## config.mk

```make
export PLATFORM = sky130hd
export DESIGN_NAME = stage_tl
export DESIGN_NICKNAME = d
export VERILOG_FILES = /design/src/rtl/stage_tl.sv
export SDC_FILE = /design/constraint.sdc
export NUM_CORES = 1
export LEC_CHECK = 0
export ABC_AREA = 1
export BUFFER_PORTS_ARGS = -buffer_cell sky130_fd_sc_hd__buf_2
export CORE_MARGIN = 1
export CORE_UTILIZATION = 40
export CTS_CLUSTER_SIZE = 40
export DETAILED_ROUTE_END_ITERATION = 8
export SETUP_SLACK_MARGIN = 0.4
export SYNTH_ARGS = -nofsm -noshare
export SYNTH_HDL_FRONTEND = slang
export SYNTH_SLANG_ARGS = --single-unit
```

## constraint.sdc

```tcl
create_clock -name clk -period 2.6 [get_ports clk]
set_input_delay 0.26 -clock clk [delete_from_list [all_inputs] [get_ports clk]]
set_output_delay 0.26 -clock clk [all_outputs]
set_load 0.01 [all_outputs]
```

## src/rtl/stage_tl.sv

```systemverilog
// stage_tl: DTLB translation stage between execute (EXTL) and data cache (TLDC).
// Registers every EX field, translates ex_data through a small fully-associative
// DTLB (FIFO replacement, dedupe on write) and installs entries on dtlb tlbwrites.
// Ports: clk/rst (sync, active-high); ex_* instruction fields from EX; vm_enable
// selects translation; stall holds all state; flush bubbles the incoming op;
// dc_* registered pass-through plus dc_paddr and dc_dtlb_miss to the cache stage.
module stage_tl #(
   parameter int ENTRIES   = 4,
   parameter int PAGE_BITS = 12,
   parameter int PADDR_W   = 20,
   parameter int VADDR_W   = 32,
   parameter int THREAD_W  = 2,
   parameter int REG_W     = 5
) (
   input  logic                clk,
   input  logic                rst,
   input  logic [THREAD_W-1:0] ex_thread,
   input  logic                ex_isvalid,
   input  logic                ex_itlb_miss,
   input  logic [VADDR_W-1:0]  ex_pc,
   input  logic [VADDR_W-1:0]  ex_data,
   input  logic [VADDR_W-1:0]  ex_mul,
   input  logic [VADDR_W-1:0]  ex_r2,
   input  logic [REG_W-1:0]    ex_dst,
   input  logic                ex_isequal,
   input  logic                ex_flag_mem,
   input  logic                ex_flag_store,
   input  logic                ex_flag_isbyte,
   input  logic                ex_flag_mul,
   input  logic                ex_flag_reg,
   input  logic                ex_flag_jump,
   input  logic                ex_flag_branch,
   input  logic                ex_flag_iret,
   input  logic [1:0]          ex_flag_tlbwrite,
   input  logic                vm_enable,
   input  logic                stall,
   input  logic                flush,
   output logic [THREAD_W-1:0] dc_thread,
   output logic                dc_isvalid,
   output logic                dc_itlb_miss,
   output logic [VADDR_W-1:0]  dc_pc,
   output logic [VADDR_W-1:0]  dc_data,
   output logic [VADDR_W-1:0]  dc_mul,
   output logic [VADDR_W-1:0]  dc_r2,
   output logic [REG_W-1:0]    dc_dst,
   output logic                dc_isequal,
   output logic                dc_flag_mem,
   output logic                dc_flag_store,
   output logic                dc_flag_isbyte,
   output logic                dc_flag_mul,
   output logic                dc_flag_reg,
   output logic                dc_flag_jump,
   output logic                dc_flag_branch,
   output logic                dc_flag_iret,
   output logic [1:0]          dc_flag_tlbwrite,
   output logic [PADDR_W-1:0]  dc_paddr,
   output logic                dc_dtlb_miss
);
   localparam int IDX_W = $clog2(ENTRIES);
   localparam int VPN_W = VADDR_W - PAGE_BITS;
   localparam int PPN_W = PADDR_W - PAGE_BITS;
   localparam logic [1:0] TLBW_DTLB = 2'd2;
   logic [VPN_W-1:0]   tag_q [ENTRIES];
   logic [PPN_W-1:0]   ppn_q [ENTRIES];
   logic [ENTRIES-1:0] valid_q;
   logic [IDX_W-1:0]   ptr_q;
   logic [VPN_W-1:0]   vpn;
   logic               hit;
   logic [PPN_W-1:0]   hit_ppn;
   logic [IDX_W-1:0]   hit_idx;
   logic [IDX_W-1:0]   wr_idx;
   logic               miss;
   logic               tlb_we;
   logic [PADDR_W-1:0] paddr;
   assign vpn = ex_data[VADDR_W-1:PAGE_BITS];
   // Writes dedupe on tag, so at most one entry can match.
   always_comb begin
      hit     = 1'b0;
      hit_ppn = '0;
      hit_idx = '0;
      for (int i = 0; i < ENTRIES; i++)
         if (valid_q[i] && tag_q[i] == vpn) begin
            hit     = 1'b1;
            hit_ppn = ppn_q[i];
            hit_idx = IDX_W'(i);
         end
   end
   assign miss   = ex_isvalid & ex_flag_mem & vm_enable & ~hit;
   assign tlb_we = ex_isvalid & (ex_flag_tlbwrite == TLBW_DTLB) & ~stall & ~flush & ~rst;
   // A tlbwrite to an already-present tag overwrites in place; otherwise FIFO slot.
   assign wr_idx = hit ? hit_idx : ptr_q;
   assign paddr  = vm_enable ? {hit_ppn, ex_data[PAGE_BITS-1:0]} : ex_data[PADDR_W-1:0];
   always_ff @(posedge clk) begin
      if (tlb_we) begin
         tag_q[wr_idx] <= vpn;
         ppn_q[wr_idx] <= ex_r2[PADDR_W-1:PAGE_BITS];
      end
   end
   always_ff @(posedge clk) begin
      if (rst) begin
         valid_q          <= '0;
         ptr_q            <= '0;
         dc_thread        <= '0;
         dc_isvalid       <= 1'b0;
         dc_itlb_miss     <= 1'b0;
         dc_pc            <= '0;
         dc_data          <= '0;
         dc_mul           <= '0;
         dc_r2            <= '0;
         dc_dst           <= '0;
         dc_isequal       <= 1'b0;
         dc_flag_mem      <= 1'b0;
         dc_flag_store    <= 1'b0;
         dc_flag_isbyte   <= 1'b0;
         dc_flag_mul      <= 1'b0;
         dc_flag_reg      <= 1'b0;
         dc_flag_jump     <= 1'b0;
         dc_flag_branch   <= 1'b0;
         dc_flag_iret     <= 1'b0;
         dc_flag_tlbwrite <= '0;
         dc_paddr         <= '0;
         dc_dtlb_miss     <= 1'b0;
      end else begin
         if (tlb_we) begin
            valid_q[wr_idx] <= 1'b1;
            if (!hit) ptr_q <= ptr_q + 1'b1;
         end
         if (!stall) begin
            dc_thread        <= ex_thread;
            dc_isvalid       <= ex_isvalid & ~flush;
            dc_itlb_miss     <= ex_itlb_miss;
            dc_pc            <= ex_pc;
            dc_data          <= ex_data;
            dc_mul           <= ex_mul;
            dc_r2            <= ex_r2;
            dc_dst           <= ex_dst;
            dc_isequal       <= ex_isequal;
            // A faulting access must not reach the cache.
            dc_flag_mem      <= ex_flag_mem & ~miss;
            dc_flag_store    <= ex_flag_store & ~miss;
            dc_flag_isbyte   <= ex_flag_isbyte;
            dc_flag_mul      <= ex_flag_mul;
            dc_flag_reg      <= ex_flag_reg;
            dc_flag_jump     <= ex_flag_jump;
            dc_flag_branch   <= ex_flag_branch;
            dc_flag_iret     <= ex_flag_iret;
            dc_flag_tlbwrite <= ex_flag_tlbwrite;
            dc_paddr         <= paddr;
            dc_dtlb_miss     <= miss & ~flush;
         end
      end
   end
endmodule

```

==> impl_metrics.prom <==
# TYPE chip_impl_metric gauge
chip_impl_metric{name="drc",unit=""} 0
chip_impl_metric{name="tot_pwr",unit="µW"} 10100
chip_impl_metric{name="critical_path.max_fanout",unit=""} 10
chip_impl_info{name="tritoncts",value="built"} 1
chip_impl_info{name="worst-setup-path-type",value="flip-flop to flip-flop"} 1
chip_impl_metric{name="synth_nets",unit=""} 1422
chip_impl_info{name="startpoint_type",value="flip-flop"} 1
chip_impl_metric{name="clk_pin_slew_worst_paths",unit="ns"} 0.06
chip_impl_metric{name="relative_slew_slack",unit=""} 0.492
chip_impl_metric{name="drtIter0Drc",unit=""} 698
chip_impl_metric{name="grt_antenna_before_repair",unit=""} 1
chip_impl_metric{name="share_of_final_layout_standard_cells_stronger_than_drive_strength_1",unit=""} 0.266
chip_impl_metric{name="die_w",unit="µm"} 167
chip_impl_metric{name="clock_insertion_delay_worst_skew",unit="ns"} 0.56
chip_impl_info{name="timing.critical_path.max_delay_family",value="simple AND/OR/NAND/NOR gates"} 1
chip_impl_metric{name="track_usage",unit=""} 0.240
chip_impl_metric{name="areaGrowthSynthToFinish",unit="%"} 42.2
chip_impl_metric{name="ir_drop",unit="µV"} 543
chip_impl_metric{name="cts-root-to-sink-buffers",unit=""} 3
chip_impl_metric{name="drt-total-wl",unit="µm"} 35400
chip_impl_metric{name="min_period",unit="ns"} 2.16
chip_impl_metric{name="cap_viol_max_count",unit=""} 0
chip_impl_metric{name="fmax",unit="MHz"} 463
chip_impl_metric{name="grt_pass1_wl",unit="µm"} 52500
chip_impl_metric{name="post_place_cell_area",unit="µm²"} 12900
chip_impl_info{name="yosysTopAreaCell",value="sky130_fd_sc_hd__edfxtp_1"} 1
chip_impl_metric{name="first_global_vias",unit=""} 9502
chip_impl_info{name="outcome",value="finished, final reports clean"} 1
chip_impl_metric{name="yosys_warnings",unit=""} 0
chip_impl_metric{name="synth_cell_types",unit=""} 28
chip_impl_metric{name="finalMaxSlewViolations",unit=""} 0
chip_impl_metric{name="layout_worst_path_cycle_share",unit=""} 0.831
chip_impl_info{name="post-synth-top-count-cell",value="sky130_fd_sc_hd__nor2_1"} 1
chip_impl_metric{name="worst_r2r_path_depth",unit=""} 12
chip_impl_info{name="grt_setup_unrepaired",value="true"} 1
chip_impl_info{name="worst_path_most_repeated_cell",value="sky130_fd_sc_hd__nor2_4"} 1
chip_impl_metric{name="timing.critical_path.required",unit="ns"} 2.86
chip_impl_info{name="yosys-top-cells-count",value="sky130_fd_sc_hd__nor2_1, sky130_fd_sc_hd__nand2_1, sky130_fd_sc_hd__o21ai_0, sky130_fd_sc_hd__dfxtp_1, sky130_fd_sc_hd__edfxtp_1"} 1
chip_impl_metric{name="setup_viol_count_final",unit=""} 0
chip_impl_metric{name="leakage",unit="µW"} 0.00712
chip_impl_metric{name="detailed_route_via_count",unit=""} 10100
chip_impl_metric{name="largest_register_ff_count",unit=""} 80
chip_impl_metric{name="tns",unit="ns"} 0
chip_impl_info{name="largest_reg_by_ff_count",value="tag_q"} 1
chip_impl_metric{name="design.die.area",unit="µm²"} 28000
chip_impl_metric{name="postSynth.asyncResetShare",unit=""} 0
chip_impl_info{name="endpoint_type_of_the_worst_setup_path",value="flip-flop"} 1
chip_impl_metric{name="die_y",unit="µm"} 167
chip_impl_metric{name="core-area",unit="µm²"} 26900
chip_impl_metric{name="path_buf_inv",unit=""} 2
chip_impl_metric{name="power_density",unit="nW/µm²"} 651
chip_impl_metric{name="worst_clock_skew",unit="ns"} 0.0176
chip_impl_info{name="critPathSlowestCell",value="sky130_fd_sc_hd__edfxtp_1"} 1
chip_impl_info{name="worstPathCellList",value="nand2_1, nand2_2, nor2_4, nand2_1, nor2_4, nand3_4, nand3_2, nand2_4, nor2_4, nand3_2, clkinvlp_4, clkbuf_16"} 1
chip_impl_metric{name="ys_seq_elements",unit=""} 275
chip_impl_metric{name="drtPass1Iterations",unit=""} 5
chip_impl_info{name="type_of_the_most_critical_hold_path",value="input pin to flip-flop"} 1
chip_impl_metric{name="tritoncts.num_buffers",unit=""} 31
chip_impl_metric{name="critical-path-max-stage-delay",unit="ns"} 0.41
chip_impl_metric{name="detailedPlacementHpwl",unit="µm"} 22900
chip_impl_info{name="clock_tree.root_cell",value="sky130_fd_sc_hd__clkbuf_16"} 1
chip_impl_metric{name="synth_largest_type_area_fraction",unit=""} 0.308
chip_impl_metric{name="count_of_fill_cells_added_during_filler_insertion",unit=""} 2412
chip_impl_metric{name="layout.cell_area.non_filler",unit="µm²"} 15500
chip_impl_metric{name="nNetsFinal",unit=""} 1875
chip_impl_metric{name="core.rowCount",unit=""} 60
chip_impl_metric{name="cp.arrival",unit="ns"} 2.42
chip_impl_metric{name="initial_core_util",unit=""} 0.406
chip_impl_metric{name="global_route_overflow",unit=""} 0
chip_impl_metric{name="hold_path_depth",unit=""} 3
chip_impl_info{name="synth_area_leaders",value="sky130_fd_sc_hd__edfxtp_1, sky130_fd_sc_hd__dfxtp_1, sky130_fd_sc_hd__nor2_1, sky130_fd_sc_hd__o21ai_0, sky130_fd_sc_hd__nand2_1"} 1
chip_impl_metric{name="timing_worst_slew_pin_value",unit="ns"} 0.762
chip_impl_metric{name="drt-vias-per-instance",unit=""} 4.85
chip_impl_metric{name="clock_tree.htree_level_count",unit=""} 1
chip_impl_metric{name="ys_seq_area_frac",unit=""} 0.607
chip_impl_metric{name="final-hold-violation-count",unit=""} 0
chip_impl_metric{name="clock_sinks",unit=""} 275
chip_impl_metric{name="worstSetupPathDepth",unit=""} 12
chip_impl_info{name="ys.flop_type",value="sky130_fd_sc_hd__dfxtp_1"} 1
chip_impl_metric{name="syn_inst",unit=""} 1269
chip_impl_metric{name="grt_start_max_net_pins",unit=""} 165
chip_impl_metric{name="ant_nets",unit=""} 0
chip_impl_metric{name="top_level_ports",unit=""} 322
chip_impl_metric{name="place.port_buffers",unit=""} 321
chip_impl_metric{name="synth_edf_count",unit=""} 112
chip_impl_metric{name="detail_route.wl_per_cell",unit="µm"} 17.0
chip_impl_metric{name="post_synth.cell_area_avg",unit="µm²"} 8.60
chip_impl_metric{name="synth_area",unit="µm²"} 10900
chip_impl_metric{name="routability_driven_placement_congestion_ratio",unit=""} 0.866
final timing paths:
kind	from	end	slack, ns
setup / recovery	tag_q[1][0]	tag_q[1][2]	0.44
hold / removal	ex_flag_tlbwrite[0]	dc_flag_tlbwrite[0]	0.02
setup reg to reg	tag_q[1][0]	tag_q[1][2]	0.44
hold reg to reg	dc_data[14]	dc_data[14]	0.46
kinds of logic after synthesis:
kind of cell    count (synthesis)  synth area share
flops                         275             0.607
compound gates                215            0.0988
buf+inv                       164            0.0619
simple gates                  602             0.222
xor+xnor                       13            0.0104
power by group:
part           switching, µW  internal [µW]  total (µW)
clock network           1770           2510        4280
logic                    606            477        1080
registers               91.0           4650        4740
total                   2460           7640       10100
timing repair:
action	4_1_cts	5_1_grt
pin swaps	4	18
setup endpoints to repair	104	112
hold buffers	137	0
endpoints found under the hold margin	173	0
resized for setup	1	35
setup buffers	4	3
cloned	0	4
per-stage QoR:
step / std cells / utilization / hold WS [ns] / setup slack [ns]
6_report: 2089 / 0.578 / 0.0229 / 0.440
5_1_grt: 2089 / 0.578 / 0.0365 / 0.358
4_1_cts: 2081 / 0.569 / 0.0000468 / 0.404
3_5_place_dp: 1882 / 0.479 / 0.454 / 0.166
3_3_place_gp: 1882 / 0.479 / 0.453 / 0.178
2_1_floorplan: 1269 / - / 0.359 / 0.398
metal layers:
layer  track usage  wire length [µm]  share of wire  vias up
li1              -                 -              -     4980
met5             0                 0              0        -
met4        0.0614               802          0.023        0
met1         0.313             15000           0.42     4688
met3        0.0461              2550          0.072       56
met2         0.409             17000           0.48      405
cells in the final DEF, fill, tap and decap left out, types with 5 or more instances in the layout:
cell,Yosys,routed
sky130_fd_sc_hd__a21oi_1,39,39
sky130_fd_sc_hd__buf_12,0,7
sky130_fd_sc_hd__buf_2,3,320
sky130_fd_sc_hd__buf_4,13,17
sky130_fd_sc_hd__clkbuf_16,0,35
sky130_fd_sc_hd__clkbuf_8,0,5
sky130_fd_sc_hd__clkinv_2,0,10
sky130_fd_sc_hd__dfxtp_1,163,163
sky130_fd_sc_hd__dlygate4sd3_1,0,137
sky130_fd_sc_hd__edfxtp_1,112,112
sky130_fd_sc_hd__inv_1,84,77
sky130_fd_sc_hd__inv_2,12,13
sky130_fd_sc_hd__nand2_1,223,217
sky130_fd_sc_hd__nand2_2,5,8
sky130_fd_sc_hd__nand2_4,2,5
sky130_fd_sc_hd__nand3_1,20,16
sky130_fd_sc_hd__nand3_2,2,5
sky130_fd_sc_hd__nand4_1,8,8
sky130_fd_sc_hd__nor2_1,326,317
sky130_fd_sc_hd__nor2_2,4,9
sky130_fd_sc_hd__nor2_4,5,9
sky130_fd_sc_hd__o21ai_0,170,168
sky130_fd_sc_hd__o21ai_1,5,7
sky130_fd_sc_hd__xnor2_1,10,9
final cells by class:
| type | count | area (µm²) | area share |
|---|---|---|---|
| antenna | 1 | 2.50 | 0.000161 |
| clock buffer | 43 | 900 | 0.0580 |
| clock inverter | 15 | 108 | 0.00693 |
| inverter | 96 | 378 | 0.0243 |
| multi-input combinational | 830 | 3720 | 0.240 |
| sequential | 275 | 6630 | 0.427 |
| tap | 341 | 427 | 0.0275 |
| timing repair buffer | 488 | 3360 | 0.217 |
tightest hold or removal path, delay by kind of cell:
family / cells / cell delay [ns]
AOI/OAI and AO/OA: 1 / 0.08
and+or+nand+nor: 1 / 0.08
buffers and inverters: 1 / 0.13
(Power assumes the default switching activity.)
